<file path="src/rtl/mips_pkg.sv">
// Shared encodings for the multicycle MIPS controller: states, opcodes, ALU classes, mux selects.
// The JAL state exists only when MULTICYCLE_CTRL_JAL_EN is defined; its encoding is reserved here.
package mips_pkg;

    typedef enum logic [3:0] {
        StFetch   = 4'd0,
        StDecode  = 4'd1,
        StMemAddr = 4'd2,
        StMemRd   = 4'd3,
        StMemWb   = 4'd4,
        StMemWr   = 4'd5,
        StRExec   = 4'd6,
        StRWb     = 4'd7,
        StBranch  = 4'd8,
        StImmExec = 4'd9,
        StImmWb   = 4'd10,
        StJal     = 4'd11,
        StHalt    = 4'd12
    } state_e;

    localparam logic [5:0] OpR    = 6'b000000;
    localparam logic [5:0] OpJal  = 6'b000011;
    localparam logic [5:0] OpBeq  = 6'b000100;
    localparam logic [5:0] OpAddi = 6'b001000;
    localparam logic [5:0] OpAndi = 6'b001100;
    localparam logic [5:0] OpOri  = 6'b001101;
    localparam logic [5:0] OpLw   = 6'b100011;
    localparam logic [5:0] OpSw   = 6'b101011;

    localparam logic [2:0] AluAdd   = 3'b000;
    localparam logic [2:0] AluSub   = 3'b001;
    localparam logic [2:0] AluFunct = 3'b010;
    localparam logic [2:0] AluAnd   = 3'b011;
    localparam logic [2:0] AluOr    = 3'b100;

    localparam logic [1:0] RegDstRt = 2'b00;
    localparam logic [1:0] RegDstRd = 2'b01;
    localparam logic [1:0] RegDstRa = 2'b10;

    localparam logic [1:0] MemToRegAlu = 2'b00;
    localparam logic [1:0] MemToRegMdr = 2'b01;
    localparam logic [1:0] MemToRegPc  = 2'b10;

    localparam logic [1:0] AluBReg    = 2'b00;
    localparam logic [1:0] AluBFour   = 2'b01;
    localparam logic [1:0] AluBImm    = 2'b10;
    localparam logic [1:0] AluBBrOffs = 2'b11;

    localparam logic [1:0] PcSrcAlu    = 2'b00;
    localparam logic [1:0] PcSrcAluOut = 2'b01;
    localparam logic [1:0] PcSrcJump   = 2'b10;

    function automatic logic [2:0] imm_alu_op(input logic [5:0] op);
        case (op)
            OpAndi:  return AluAnd;
            OpOri:   return AluOr;
            default: return AluAdd;
        endcase
    endfunction

endpackage

</file>
<file path="src/rtl/multicycle_ctrl_if.sv">
// Controller <-> datapath/memory bundle. master = controller side, slave = datapath side.
interface multicycle_ctrl_if;

    logic [5:0] opcode;
    logic       zero;
    logic       mem_ready;

    logic       pc_write;
    logic       pc_write_cond;
    logic       i_or_d;
    logic       ir_write;
    logic       mem_read;
    logic       mem_write;
    logic       reg_write;
    logic       alu_src_a;
    logic [1:0] reg_dst;
    logic [1:0] mem_to_reg;
    logic [1:0] alu_src_b;
    logic [1:0] pc_source;
    logic [2:0] alu_op;
    logic       fault;
    logic [3:0] state_o;

    modport master (
        input  opcode, zero, mem_ready,
        output pc_write, pc_write_cond, i_or_d, ir_write, mem_read, mem_write, reg_write,
               alu_src_a, reg_dst, mem_to_reg, alu_src_b, pc_source, alu_op, fault, state_o
    );

    modport slave (
        output opcode, zero, mem_ready,
        input  pc_write, pc_write_cond, i_or_d, ir_write, mem_read, mem_write, reg_write,
               alu_src_a, reg_dst, mem_to_reg, alu_src_b, pc_source, alu_op, fault, state_o
    );

endinterface

</file>
<file path="src/rtl/mc_dispatch.sv">
// Next-state and opcode dispatch decode for multicycle_ctrl (purely combinational).
// MULTICYCLE_CTRL_JAL_EN enables the JAL dispatch; otherwise jal is treated as illegal.
module mc_dispatch
    import mips_pkg::*;
(
    input  state_e     i_state,
    input  logic [5:0] i_opcode,
    input  logic [5:0] i_opcode_lat,
    input  logic       i_mem_ready,
    input  logic       i_timeout,
    output state_e     o_next_state
);

    always_comb begin
        o_next_state = i_state;
        unique case (i_state)
            StFetch: begin
                if (i_mem_ready) begin
                    o_next_state = StDecode;
                end else if (i_timeout) begin
                    o_next_state = StHalt;
                end
            end
            StDecode: begin
                case (i_opcode)
                    OpLw, OpSw:             o_next_state = StMemAddr;
                    OpR:                    o_next_state = StRExec;
                    OpBeq:                  o_next_state = StBranch;
                    OpAddi, OpAndi, OpOri:  o_next_state = StImmExec;
`ifdef MULTICYCLE_CTRL_JAL_EN
                    OpJal:                  o_next_state = StJal;
`endif
                    default:                o_next_state = StHalt;
                endcase
            end
            StMemAddr: o_next_state = (i_opcode_lat == OpSw) ? StMemWr : StMemRd;
            StMemRd: begin
                if (i_mem_ready) begin
                    o_next_state = StMemWb;
                end else if (i_timeout) begin
                    o_next_state = StHalt;
                end
            end
            StMemWr: begin
                if (i_mem_ready) begin
                    o_next_state = StFetch;
                end else if (i_timeout) begin
                    o_next_state = StHalt;
                end
            end
            StRExec:   o_next_state = StRWb;
            StImmExec: o_next_state = StImmWb;
            StMemWb, StRWb, StBranch, StImmWb: o_next_state = StFetch;
`ifdef MULTICYCLE_CTRL_JAL_EN
            StJal:     o_next_state = StFetch;
`endif
            StHalt:    o_next_state = StHalt;
            // Unreachable encodings park in HALT, which also raises fault.
            default:   o_next_state = StHalt;
        endcase
    end

endmodule

</file>
<file path="src/rtl/multicycle_ctrl.sv">
// Multicycle MIPS control FSM with memory wait timeout and sticky fault.
// MULTICYCLE_CTRL_JAL_EN adds the JAL state (link write plus jump in one cycle).
module multicycle_ctrl
    import mips_pkg::*;
#(
    parameter int unsigned MEM_TIMEOUT = 15
) (
    input logic              clk,
    input logic              rst,
    multicycle_ctrl_if.master bus
);

    localparam logic [7:0] TimeoutLast = 8'(MEM_TIMEOUT - 1);

    state_e     r_state;
    state_e     w_next_state;
    logic [7:0] r_wait_cnt;
    logic       r_fault;
    logic [5:0] r_opcode;
    logic       w_wait_state;
    logic       w_enter_wait;
    logic       w_timeout;

    assign w_wait_state = (r_state == StFetch) || (r_state == StMemRd) || (r_state == StMemWr);
    assign w_enter_wait = (w_next_state != r_state) &&
                          (w_next_state inside {StFetch, StMemRd, StMemWr});
    // Fires on the cycle that would be wait cycle number MEM_TIMEOUT; mem_ready=1 wins.
    assign w_timeout    = w_wait_state && !bus.mem_ready && (r_wait_cnt == TimeoutLast);

    mc_dispatch u_dispatch (
        .i_state      (r_state),
        .i_opcode     (bus.opcode),
        .i_opcode_lat (r_opcode),
        .i_mem_ready  (bus.mem_ready),
        .i_timeout    (w_timeout),
        .o_next_state (w_next_state)
    );

    always_ff @(posedge clk or posedge rst) begin
        if (rst) begin
            r_state    <= StFetch;
            r_wait_cnt <= 8'd0;
            r_fault    <= 1'b0;
            r_opcode   <= 6'd0;
        end else begin
            r_state <= w_next_state;
            if (r_state == StDecode) begin
                r_opcode <= bus.opcode;
            end
            if (w_next_state == StHalt && r_state != StHalt) begin
                r_fault <= 1'b1;
            end
            if (w_enter_wait) begin
                r_wait_cnt <= 8'd0;
            end else if (w_wait_state && !bus.mem_ready) begin
                r_wait_cnt <= r_wait_cnt + 8'd1;
            end
        end
    end

    always_comb begin
        bus.pc_write      = 1'b0;
        bus.pc_write_cond = 1'b0;
        bus.i_or_d        = 1'b0;
        bus.ir_write      = 1'b0;
        bus.mem_read      = 1'b0;
        bus.mem_write     = 1'b0;
        bus.reg_write     = 1'b0;
        bus.alu_src_a     = 1'b0;
        bus.reg_dst       = RegDstRt;
        bus.mem_to_reg    = MemToRegAlu;
        bus.alu_src_b     = AluBReg;
        bus.pc_source     = PcSrcAlu;
        bus.alu_op        = AluAdd;
        unique case (r_state)
            StFetch: begin
                bus.mem_read  = 1'b1;
                bus.alu_src_b = AluBFour;
                bus.ir_write  = bus.mem_ready;
                bus.pc_write  = bus.mem_ready;
            end
            StDecode:  bus.alu_src_b = AluBBrOffs;
            StMemAddr: begin
                bus.alu_src_a = 1'b1;
                bus.alu_src_b = AluBImm;
            end
            StMemRd: begin
                bus.mem_read = 1'b1;
                bus.i_or_d   = 1'b1;
            end
            StMemWr: begin
                bus.mem_write = 1'b1;
                bus.i_or_d    = 1'b1;
            end
            StMemWb: begin
                bus.reg_write  = 1'b1;
                bus.mem_to_reg = MemToRegMdr;
            end
            StRExec: begin
                bus.alu_src_a = 1'b1;
                bus.alu_op    = AluFunct;
            end
            StRWb: begin
                bus.reg_write = 1'b1;
                bus.reg_dst   = RegDstRd;
            end
            StBranch: begin
                bus.pc_write_cond = 1'b1;
                bus.pc_source     = PcSrcAluOut;
                bus.alu_src_a     = 1'b1;
                bus.alu_op        = AluSub;
            end
            StImmExec: begin
                bus.alu_src_a = 1'b1;
                bus.alu_src_b = AluBImm;
                bus.alu_op    = imm_alu_op(r_opcode);
            end
            StImmWb:   bus.reg_write = 1'b1;
`ifdef MULTICYCLE_CTRL_JAL_EN
            StJal: begin
                bus.reg_write  = 1'b1;
                bus.reg_dst    = RegDstRa;
                bus.mem_to_reg = MemToRegPc;
                bus.pc_write   = 1'b1;
                bus.pc_source  = PcSrcJump;
            end
`endif
            default: ;
        endcase
        // Reset abandons any access at once, even before the state register settles.
        if (rst) begin
            bus.pc_write      = 1'b0;
            bus.pc_write_cond = 1'b0;
            bus.ir_write      = 1'b0;
            bus.mem_read      = 1'b0;
            bus.mem_write     = 1'b0;
            bus.reg_write     = 1'b0;
        end
    end

    assign bus.fault   = r_fault;
    assign bus.state_o = r_state;

endmodule

</file>
<file path="src/flat_wrapper.sv">
// flat-port wrapper written by rule: the top's interface ports become plain ports
module multicycle_ctrl_flat import mips_pkg::*;
#(
    parameter int unsigned MEM_TIMEOUT = 15
)
  (clk, rst, bus_opcode, bus_zero, bus_mem_ready, bus_pc_write, bus_pc_write_cond, bus_i_or_d, bus_ir_write, bus_mem_read, bus_mem_write, bus_reg_write, bus_alu_src_a, bus_reg_dst, bus_mem_to_reg, bus_alu_src_b, bus_pc_source, bus_alu_op, bus_fault, bus_state_o);
  multicycle_ctrl_if bus_i ();
  input logic clk;
  input logic rst;
  input wire logic [$bits(bus_i.opcode)-1:0] bus_opcode;
  input wire logic [$bits(bus_i.zero)-1:0] bus_zero;
  input wire logic [$bits(bus_i.mem_ready)-1:0] bus_mem_ready;
  output wire logic [$bits(bus_i.pc_write)-1:0] bus_pc_write;
  output wire logic [$bits(bus_i.pc_write_cond)-1:0] bus_pc_write_cond;
  output wire logic [$bits(bus_i.i_or_d)-1:0] bus_i_or_d;
  output wire logic [$bits(bus_i.ir_write)-1:0] bus_ir_write;
  output wire logic [$bits(bus_i.mem_read)-1:0] bus_mem_read;
  output wire logic [$bits(bus_i.mem_write)-1:0] bus_mem_write;
  output wire logic [$bits(bus_i.reg_write)-1:0] bus_reg_write;
  output wire logic [$bits(bus_i.alu_src_a)-1:0] bus_alu_src_a;
  output wire logic [$bits(bus_i.reg_dst)-1:0] bus_reg_dst;
  output wire logic [$bits(bus_i.mem_to_reg)-1:0] bus_mem_to_reg;
  output wire logic [$bits(bus_i.alu_src_b)-1:0] bus_alu_src_b;
  output wire logic [$bits(bus_i.pc_source)-1:0] bus_pc_source;
  output wire logic [$bits(bus_i.alu_op)-1:0] bus_alu_op;
  output wire logic [$bits(bus_i.fault)-1:0] bus_fault;
  output wire logic [$bits(bus_i.state_o)-1:0] bus_state_o;
  assign bus_i.opcode = bus_opcode;
  assign bus_i.zero = bus_zero;
  assign bus_i.mem_ready = bus_mem_ready;
  assign bus_pc_write = bus_i.pc_write;
  assign bus_pc_write_cond = bus_i.pc_write_cond;
  assign bus_i_or_d = bus_i.i_or_d;
  assign bus_ir_write = bus_i.ir_write;
  assign bus_mem_read = bus_i.mem_read;
  assign bus_mem_write = bus_i.mem_write;
  assign bus_reg_write = bus_i.reg_write;
  assign bus_alu_src_a = bus_i.alu_src_a;
  assign bus_reg_dst = bus_i.reg_dst;
  assign bus_mem_to_reg = bus_i.mem_to_reg;
  assign bus_alu_src_b = bus_i.alu_src_b;
  assign bus_pc_source = bus_i.pc_source;
  assign bus_alu_op = bus_i.alu_op;
  assign bus_fault = bus_i.fault;
  assign bus_state_o = bus_i.state_o;
  multicycle_ctrl #(.MEM_TIMEOUT(MEM_TIMEOUT)) u_core (.clk(clk), .rst(rst), .bus(bus_i));
endmodule
</file>
<file path="config.mk">
export PLATFORM = sky130hd
export DESIGN_NAME = multicycle_ctrl_flat
export DESIGN_NICKNAME = d
export VERILOG_FILES = /design/src/rtl/mips_pkg.sv /design/src/rtl/multicycle_ctrl_if.sv /design/src/rtl/mc_dispatch.sv /design/src/rtl/multicycle_ctrl.sv /design/src/flat_wrapper.sv
export SDC_FILE = /design/constraint.sdc
export NUM_CORES = 1
export LEC_CHECK = 0
export CORE_MARGIN = 10
export CORE_UTILIZATION = 55
export CTS_BUF_LIST = sky130_fd_sc_hd__clkbuf_4
export DETAILED_ROUTE_END_ITERATION = 8
export PLACE_DENSITY = 0.86
export SETUP_SLACK_MARGIN = 0.2
export SKIP_LAST_GASP = 1
export SYNTH_ARGS = -nofsm -noshare
export SYNTH_HDL_FRONTEND = slang
export SYNTH_HIERARCHICAL = 1
export SYNTH_SLANG_ARGS = --single-unit
export TNS_END_PERCENT = 1
</file>
<file path="constraint.sdc">
create_clock -name clk -period 5.56 [get_ports clk]
set_clock_uncertainty 0.05 [all_clocks]
set_input_delay 0.834 -clock clk [delete_from_list [all_inputs] [get_ports clk]]
set_output_delay 0.834 -clock clk [all_outputs]
set_load 0.05 [all_outputs]
</file>
==> results of run 1 <==
[synthesized netlist by cell type (all sizes together), types with 2 or more instances]
cell    count
inv         7
xor2        4
buf        13
a21o        2
or2         2
xnor2       4
nand2b      5
o21ai      13
o22ai       3
and2        2
nor2b       5
o31ai       2
a21oi      13
nand4       3
nor4b       3
a31oi       2
nand3       4
nor4        5
nor2       12
or3         7
nor3        8
nand2       5
ha          2
dfrtp      19
mux2        5
[final timing paths]
check                                                start                          endpoint  slack, ps
max in group asynchronous                              rst  u_core/r_wait_cnt[5]$_DFFE_PP0P_       3960
min in group asynchronous                              rst   u_core/bus.state_o[0]$_DFF_PP0_       1060
setup / recovery                             bus_mem_ready  u_core/r_wait_cnt[0]$_DFFE_PP0P_       1470
setup reg to reg           u_core/bus.state_o[0]$_DFF_PP0_  u_core/r_wait_cnt[0]$_DFFE_PP0P_       1740
hold reg to reg               u_core/bus.fault$_DFFE_PP0P_      u_core/bus.fault$_DFFE_PP0P_        450
hold / removal                u_core/bus.fault$_DFFE_PP0P_      u_core/bus.fault$_DFFE_PP0P_        450
[stage by stage]
stage	cells	cell area, µm²	worst slack, ps	hold WS (ps)
2_1_floorplan	170	1520	1710	455
3_3_place_gp	216	1750	1320	420
3_5_place_dp	216	1750	1180	431
4_1_cts	220	1780	1490	454
5_1_grt	220	1780	1220	499
6_report	220	1780	1470	451
[flip-flops by register name, summed over array words and instances, names as in the netlist]
| register | flops |
|---|---|
| u_core/bus.fault | 1 |
| u_core/bus.state_o | 4 |
| u_core/r_opcode | 6 |
| u_core/r_wait_cnt | 8 |
[logic make-up after synthesis]
| group | count (synthesis) | share of synthesized area [%] |
|---|---|---|
| simple gates | 68 | 30.2 |
| flops | 19 | 31.5 |
| xor+xnor | 8 | 5.14 |
| mux | 6 | 4.39 |
| compound gates | 42 | 17.8 |
| other cells | 1 | 0.249 |
| buf+inv | 21 | 8.37 |
| fa+ha+maj | 3 | 2.32 |
[layout make-up]
class,count,area (µm²),share of cell area (%)
clock buffers,4,30.0,1.69
inverters,8,31.3,1.76
multi-input cells,130,915,51.4
flip-flops and latches,19,475,26.7
well taps,30,37.5,2.11
repair buffers,29,290,16.3
[power by group]
group          internal [mW]  switching, mW
Sequential             0.182          0.124
Combinational          0.269          0.427
Clock                 0.0328         0.0397
Total                  0.484          0.591
[layer usage]
layer,vias up,track usage [%]
met5,-,0
met4,0,4.22
met3,4,5.31
met2,52,19.6
met1,645,15.7
li1,660,-
==> key figures, run 1 <==
Status
  – Outcome: finished clean

Yosys
  – Post-synth ARST share: 100%
  – Synth Flop Type: dfrtp_1
  – Yosys cell types: 56
  – Seq/Total Area, Yosys: 31.5%
  – Syn avg cell area: 8.98 µm²
  – Cell accounting for the most synthesized area: dfrtp_1
  – Top cells by area, synth: dfrtp_1, a21oi_1, mux2_2
  – Post-synth EDFFs: 0
  – Post-Synthesis Cells: 168
  – Post-synth top area share: 31.5%
  – Yosys warns: 6
  – Post-Synthesis Cell Area: 0.00151 mm²
  – Synth Register Bits: 19

Placement
  – Dpl hpwl: 2680 µm
  – Routability cong.: 0.771
  – PortBufs: 29

Finish
  – Most frequent cells in the layout: clkdlybuf4s50_1, dfrtp_1, a21oi_1, nor2_1, o21ai_0
  – Area Growth Syn to Fin: 17.9%
  – Antenna Cells: 0
  – Fin util: 69.9%
  – Commonest non-fill, non-tap cell in the layout: clkdlybuf4s50_1
  – FILL cells: 207
  – Share of cells above drive strength 1: 12.6%
  – Final nets: 203

Critical path
  – Arrival time at the worst endpoint: 4200 ps
  – Crit. End Element: flop
  – Critical path class: primary input to flop
  – Crit path depth: 12
  – Crit path cell chain: clkdlybuf4s50_1 -> nor4b_2 -> a22oi_2 -> nor4bb_1 -> nor2_1 -> a21oi_1 -> a21o_1 -> a21oi_2 -> xor2_1 -> nor4_1 -> nor3_2 -> nor2_1
  – Max incr delay on CP: 810 ps
  – Critical path's top delay family: simple AND/OR/NAND/NOR gates
  – Worst-path maximum fanout: 16
  – Most used cell, CP: nor2_1
  – Worst setup SP type: primary input
  – Buf/Inv on CP: 1
  – Data required, critical path: 5680 ps
  – FF-to-FF path depth: 11
  – Slowest stage cell on the critical path: nor4bb_1

STA
  – Endpoints failing hold: 0
  – Max Slew Vio Count: 0
  – Setup-failing EPs final: 0
  – Worst slew margin: 41.5%
  – Min Clock Period, post-route: 4090 ps
  – RSZ-0062 raised after global routing: false
  – Slew @ Worst Pin: 866 ps
  – Fin Setup TNS: 0 ps
  – Final period utilization: 73.5%
  – Fmax: 0.245 GHz

Clock network
  – CTS root buffer: clkbuf_4
  – Clock sinks: 19
  – # H-tree levels: 1
  – Skew-Pair Late Insertion Delay: 290 ps
  – CTS Hold Bufs: 0
  – CTS-repair resized insts: 0
  – CTS tree: yes
  – Post-CTS repair timing setup buffer count: 0
  – CTS buffer count: 3
  – Clock slew seen by the registers of the worst setup and hold paths: 100 ps
  – CTS max path bufs: 2

GRT
  – GRT overflow: 0
  – First-pass GRT wire length: 5660 µm
  – Largest net degree at the start of global routing: 25
  – Vias in the first global route: 1166
  – Gr usage total: 12.8%
  – Initial antenna violation count: 0

Routing
  – Via density: 6.19
  – 1st-iter DRT viols: 92
  – First drt pass iteration count: 4
  – Met2 wire len: 1550 µm
  – Routed length on met1: 1510 µm
  – Via count: 1361
  – Aggregate routed wire length: 3450 µm
  – Residual DRC: 0
  – Top layer in use: met4
  – WL per Instance: 15.7 µm
  – Metal3 WL: 371 µm
  – Final ANT Viol Nets: 0

Floorplan
  – Core Area: 0.00254 mm²
  – IO Pins: 34
  – Starting Density: 59.3%
  – Core Rows: 18
  – Width of the die: 72.4 µm
  – Die area: 0.00524 mm²
  – DIE HEIGHT: 72.4 µm

Run
  – Max-Cap Viols: 0

Power and ir drop
  – Static leakage: 0.692 nW
  – Peak VDD IR: 0.491 mV
  – Power density over the cells: 604 mW/mm²
  – Power Total: 1.08 mW

Hold path
  – HP Class: flop to flop
  – Hold depth: 1
(Power assumes the default switching activity.)
==> run 2, diff against run 1 <==
Settings changed: CORE_UTILIZATION 55 to 47, PLACE_DENSITY 0.86 to 0.78.
Clock period 5.56 ns to 3.7 ns, I/O delays scaled along.
==> key figures, run 2 (same netlist as run 1, synthesis figures left out) <==
Hold path
  – HP Class: flop to flop (unchanged)

Finish
  – Number of flip-flops in the largest register: 8 (unchanged)
  – Reg with most FFs: u_core/r_wait_cnt (unchanged)
  – Share of cells above drive strength 1: 16.2% (was 12.6%)
  – Most frequent cells in the layout: clkdlybuf4s50_1, dfrtp_1, a21oi_1, nor2_1, o21ai_0 (unchanged)
  – Commonest non-fill, non-tap cell in the layout: clkdlybuf4s50_1 (unchanged)
  – Final nets: 210 (was 203)
  – Antenna Cells: 0 (unchanged)
  – Area Growth Syn to Fin: 23.0% (was 17.9%)

Critical path
  – Critical path class: flop to output pin (was primary input to flop)
  – Internal reg-to-reg setup slack: 690 ps (was 1740 ps)
  – Worst setup SP type: flop (was primary input)
  – FF-to-FF path depth: 11 (unchanged)
  – Arrival time at the worst endpoint: 2630 ps (was 4200 ps)
  – Last element of the critical path: bus_alu_op[1] (was u_core/r_wait_cnt[0]$_DFFE_PP0P_)
  – Data required, critical path: 3090 ps (was 5680 ps)
  – CP Launch Point: u_core/bus.state_o[1]$_DFF_PP0_ (was bus_mem_ready)
  – Crit Reg-Reg Endpoint: u_core/r_wait_cnt[0]$_DFFE_PP0P_ (unchanged)
  – Crit. End Element: output pin (was flop)
  – FF-to-FF Start: u_core/bus.state_o[3]$_DFF_PP0_ (was u_core/bus.state_o[0]$_DFF_PP0_)
  – Worst-path maximum fanout: 13 (was 16)

STA
  – Final period utilization: 87.3%
  – Min Clock Period, post-route: 3230 ps
  – Setup-failing EPs final: 0 (unchanged)
  – Hold Slack: 435 ps (was 451 ps)
  – Fmax: 0.309 GHz
  – Max Slew Vio Count: 0 (unchanged)
  – Final setup margin: 469 ps (was 1470 ps)
  – Endpoints failing hold: 0 (unchanged)
  – RSZ-0062 raised after global routing: false (unchanged)
  – Fin Setup TNS: 0 ps (unchanged)
  – Worst slew margin: 50.3% (was 41.5%)
  – Slew @ Worst Pin: 745 ps (was 866 ps)

Floorplan
  – Starting Density: 49.4% (was 59.3%)
  – Width of the die: 76.7 µm (was 72.4 µm)
  – IO Pins: 34 (unchanged)
  – DIE HEIGHT: 76.7 µm (was 72.4 µm)
  – Core Rows: 20 (was 18)
  – Die area: 0.00588 mm² (was 0.00524 mm²)
  – Core Area: 0.00305 mm² (was 0.00254 mm²)

Placement
  – Dpl hpwl: 2810 µm (was 2680 µm)
  – Post-Place Setup Slack: 246 ps (was 1180 ps)
  – PortBufs: 29 (unchanged)
  – Routability cong.: 0.901 (was 0.771)

Power and ir drop
  – Peak VDD IR: 0.306 mV (was 0.491 mV)
  – Power density over the cells: 890 mW/mm² (was 604 mW/mm²)
  – Power Total: 1.65 mW (was 1.08 mW)
  – Static leakage: 0.728 nW (was 0.692 nW)

Clock network
  – CTS max path bufs: 2 (unchanged)
  – CTS root buffer: clkbuf_4 (unchanged)
  – Post-CTS repair timing setup buffer count: 0 (unchanged)
  – Clock sinks: 19 (unchanged)
  – # H-tree levels: 1 (unchanged)
  – Skew-Pair Late Insertion Delay: 290 ps (about the same)
  – CTS buffer count: 3 (unchanged)
  – CTS-repair resized insts: 0 (unchanged)
  – CTS Hold Bufs: 0 (unchanged)
  – CTS tree: yes (unchanged)
  – Clock slew seen by the registers of the worst setup and hold paths: 110 ps (was 100 ps)

GRT
  – Vias in the first global route: 1278 (was 1166)
  – First-pass GRT wire length: 5790 µm (was 5660 µm)
  – Largest net degree at the start of global routing: 20 (was 25)
  – Gr usage total: 11.5% (was 12.8%)
  – Initial antenna violation count: 0 (unchanged)
  – GRT overflow: 0 (unchanged)

Routing
  – WL per Instance: 14.6 µm (was 15.7 µm)
  – Via count: 1340 (was 1361)
  – Aggregate routed wire length: 3530 µm (was 3450 µm)
  – Final ANT Viol Nets: 0 (unchanged)
  – Via density: 5.56 (was 6.19)
  – First drt pass iteration count: 4 (unchanged)
  – 1st-iter DRT viols: 62 (was 92)
  – Residual DRC: 0 (unchanged)

Run
  – Max-Cap Viols: 0 (unchanged)

Status
  – Outcome: finished clean (unchanged)
run 2: cell types whose count changed in the layout (fill, tap and decap cells not counted):
| cell | previous run | this run |
|---|---|---|
| buf_4 | 0 | 7 |
| nor4_1 | 5 | 4 |
| nor4_2 | 0 | 1 |
run 2: how the worst min path moves through the flow:
stage / start / end / cells after the start
floorplan: u_core/r_opcode[2]$_DFFE_PP0P_ / u_core/r_opcode[2]$_DFFE_PP0P_ / 1
global placement: u_core/bus.fault$_DFFE_PP0P_ / u_core/bus.fault$_DFFE_PP0P_ / 1
detailed placement: u_core/bus.fault$_DFFE_PP0P_ / u_core/bus.fault$_DFFE_PP0P_ / 1
CTS: u_core/bus.fault$_DFFE_PP0P_ / u_core/bus.fault$_DFFE_PP0P_ / 1
global route: u_core/bus.fault$_DFFE_PP0P_ / u_core/bus.fault$_DFFE_PP0P_ / 1
finish: u_core/bus.fault$_DFFE_PP0P_ / u_core/bus.fault$_DFFE_PP0P_ / 1
run 2: critical path, cell delays in order (launching register included):
cell             delay (ps)
dfrtp_1                 560
nand2b_4                240
or4_4                   540
o22ai_2                 150
clkdlybuf4s50_1         840
run 2: metrics by stage:
stage	area, µm²	cells	utilization, %
finish	1860	241	60.8
global placement	1830	237	59.8
detailed placement	1830	237	59.8
floorplan	1520	170	-
CTS	1860	241	60.8
global route	1860	241	60.8
run 2: final cells by class:
| type | instances | area [µm²] |
|---|---|---|
| Clock buffer | 4 | 30.0 |
| Fill cell | 283 | 1200 |
| Inverter | 8 | 31.3 |
| Multi-Input combinational cell | 130 | 921 |
| Sequential cell | 19 | 475 |
| Tap cell | 44 | 55.1 |
| Timing Repair Buffer | 36 | 343 |
run 2: metal layers:
metal / part of all wire (%) / track usage [%]
met1: 44 / 13.3
met2: 50 / 19.6
met3: 5.8 / 3.26
met4: 0.99 / 4.09
met5: 0 / 0
run 2: report_power, final:
group / leakage [nW] / switching [mW] / internal, mW / total, mW
clock: 0.0184 / 0.0614 / 0.0492 / 0.111
combinational: 0.467 / 0.713 / 0.434 / 1.15
sequential: 0.243 / 0.117 / 0.276 / 0.393
total: 0.728 / 0.892 / 0.759 / 1.65
==> run 3, diff against run 2 <==
Settings changed: CELL_PAD_IN_SITES_DETAIL_PLACEMENT set to 0, CELL_PAD_IN_SITES_GLOBAL_PLACEMENT set to 2, CORE_UTILIZATION 47 to 28, PLACE_DENSITY 0.78 to not set, PLACE_DENSITY_LB_ADDON set to 0.1.
==> key figures, run 3 (same netlist as run 1, synthesis figures left out) <==
Status
  – Outcome: finished clean (unchanged)

Clock network
  – CTS tree: yes (unchanged)
  – CTS-repair resized insts: 0 (unchanged)
  – Clock sinks: 19 (unchanged)
  – CTS buffer count: 3 (unchanged)
  – CTS Hold Bufs: 0 (unchanged)
  – # H-tree levels: 1 (unchanged)
  – Skew-Pair Late Insertion Delay: 300 ps (was 290 ps)
  – Clock slew seen by the registers of the worst setup and hold paths: 120 ps (was 110 ps)
  – CTS root buffer: clkbuf_4 (unchanged)
  – CTS max path bufs: 2 (unchanged)
  – Post-CTS repair timing setup buffer count: 0 (unchanged)

Routing
  – Aggregate routed wire length: 4280 µm (was 3530 µm)
  – Final ANT Viol Nets: 0 (unchanged)
  – Via count: 1355 (was 1340)
  – WL per Instance: 16.0 µm (was 14.6 µm)
  – Via density: 5.06 (was 5.56)
  – Residual DRC: 0 (unchanged)
  – 1st-iter DRT viols: 75 (was 62)
  – First drt pass iteration count: 4 (unchanged)

STA
  – Hold Slack: 459 ps (was 435 ps)
  – Slew @ Worst Pin: 806 ps (was 745 ps)
  – Min Clock Period, post-route: 3310 ps (was 3230 ps)
  – Final period utilization: 89.6% (was 87.3%)
  – Worst slew margin: 46.2% (was 50.3%)
  – Fmax: 0.302 GHz (was 0.309 GHz)
  – Fin Setup TNS: 0 ps (unchanged)
  – RSZ-0062 raised after global routing: false (unchanged)
  – Endpoints failing hold: 0 (unchanged)
  – Setup-failing EPs final: 0 (unchanged)
  – Max Slew Vio Count: 0 (unchanged)

Hold path
  – Hold Path End: u_core/bus.fault$_DFFE_PP0P_ (unchanged)
  – HP Class: flop to flop (unchanged)
  – Min-delay src: u_core/bus.fault$_DFFE_PP0P_ (unchanged)
  – Hold depth: 1 (unchanged)

Finish
  – Reg with most FFs: u_core/r_wait_cnt (unchanged)
  – Antenna Cells: 0 (unchanged)
  – Area Growth Syn to Fin: 25.6% (was 23.0%)
  – Commonest non-fill, non-tap cell in the layout: clkdlybuf4s50_1 (unchanged)
  – Share of cells above drive strength 1: 16.7% (was 16.2%)
  – Number of flip-flops in the largest register: 8 (unchanged)
  – Most frequent cells in the layout: clkdlybuf4s50_1, dfrtp_1, a21oi_1, nor2_1, o21ai_0 (unchanged)
  – Final nets: 211 (was 210)

Critical path
  – Critical path's top delay family: simple AND/OR/NAND/NOR gates (was buffers and inverters)
  – Crit. End Element: output pin (unchanged)
  – Crit path cell chain: nand2b_1 -> or4_4 -> nor2_1 -> clkdlybuf4s50_1 (was nand2b_4 -> or4_4 -> o22ai_2 -> clkdlybuf4s50_1)
  – Crit Reg-Reg Endpoint: u_core/r_wait_cnt[0]$_DFFE_PP0P_ (unchanged)
  – Arrival time at the worst endpoint: 2710 ps (was 2630 ps)
  – FF-to-FF path depth: 11 (unchanged)
  – Max incr delay on CP: 830 ps (was 840 ps)
  – Data required, critical path: 3090 ps (about the same)
  – Critical path class: flop to output pin (unchanged)
  – Internal reg-to-reg setup slack: 610 ps (was 690 ps)
  – Slowest stage cell on the critical path: clkdlybuf4s50_1 (unchanged)
  – Buf/Inv on CP: 1 (unchanged)
  – Worst setup SP type: flop (unchanged)
  – CP Launch Point: u_core/bus.state_o[3]$_DFF_PP0_ (was u_core/bus.state_o[1]$_DFF_PP0_)
  – Worst-path maximum fanout: 14 (was 13)
  – FF-to-FF Start: u_core/bus.state_o[3]$_DFF_PP0_ (unchanged)

Power and ir drop
  – Static leakage: 0.733 nW (was 0.728 nW)
  – Peak VDD IR: 0.347 mV (was 0.306 mV)
  – Power density over the cells: 896 mW/mm² (was 890 mW/mm²)

GRT
  – First-pass GRT wire length: 7050 µm (was 5790 µm)
  – GRT overflow: 0 (unchanged)
  – Largest net degree at the start of global routing: 20 (unchanged)
  – Vias in the first global route: 1432 (was 1278)
  – Initial antenna violation count: 0 (unchanged)
  – Gr usage total: 9.81% (was 11.5%)

Floorplan
  – Die area: 0.00873 mm² (was 0.00588 mm²)
  – Core Area: 0.00517 mm² (was 0.00305 mm²)
  – IO Pins: 34 (unchanged)
  – Core Rows: 26 (was 20)
  – DIE HEIGHT: 93.4 µm (was 76.7 µm)
  – Starting Density: 29.2% (was 49.4%)
  – Width of the die: 93.4 µm (was 76.7 µm)

Placement
  – Routability cong.: 0.830 (was 0.901)
  – PortBufs: 29 (unchanged)
  – Dpl hpwl: 3390 µm (was 2810 µm)

Run
  – Max-Cap Viols: 0 (unchanged)
==> run 3: power breakdown <==
group	leakage [nW]	internal, mW	switching, mW
Combinational	0.472	0.449	0.725
Clock	0.0184	0.0493	0.0668
Sequential	0.243	0.275	0.134
==> run 3: area by class of cell <==
class / instances / area [µm²]
Fill cell: 506 / 3280
Multi-Input combinational cell: 130 / 921
Sequential cell: 19 / 475
Timing Repair Buffer: 37 / 350
Tap cell: 70 / 87.6
Inverter: 8 / 31.3
Clock buffer: 4 / 30.0
==> run 3: metal layers <==
layer | up-vias | wire, µm | global-route usage (%)
met4 | 0 | 26 | 2.70
met5 | - | 0 | 0
met2 | 44 | 1880 | 15.0
met1 | 636 | 2080 | 13.2
met3 | 2 | 284 | 2.64
li1 | 673 | - | -
==> run 3: worst max-delay path by stage <==
stage | endpoint | slack, ps | cells after the start
global route | u_core/r_wait_cnt[6]$_DFFE_PP0P_ | 210 | 12
floorplan | bus_mem_read | 420 | 3
finish | bus_alu_op[2] | 390 | 4
CTS | bus_alu_op[2] | 350 | 4
detailed placement | u_core/r_wait_cnt[0]$_DFFE_PP0P_ | 170 | 12
global placement | u_core/r_wait_cnt[0]$_DFFE_PP0P_ | 200 | 12
==> run 3: worst register-to-register path, cell delays in order (launching register included) <==
cell and delay [ps]:
dfrtp_1 700, nor3_1 130, a22oi_2 240, nor4bb_1 80
buf_4 160, o31ai_1 260, nand4_1 120, o22ai_1 370
xor2_1 220, a21oi_1 100, nor3_2 450, nor2_1 110
==> run 3: stage by stage <==
| step | instance area [µm²] | utilization [%] | std cells | worst slack (ps) | total power, mW |
|---|---|---|---|---|---|
| after floorplan | 1520 | - | 170 | 422 | 1.27 |
| after global placement | 1870 | 36.1 | 264 | 197 | 1.58 |
| after detailed placement | 1870 | 36.1 | 264 | 169 | 1.60 |
| after CTS | 1900 | 36.6 | 268 | 350 | 1.72 |
| after global routing | 1900 | 36.6 | 268 | 208 | 1.83 |
| final | 1900 | 36.6 | 268 | 385 | 1.70 |
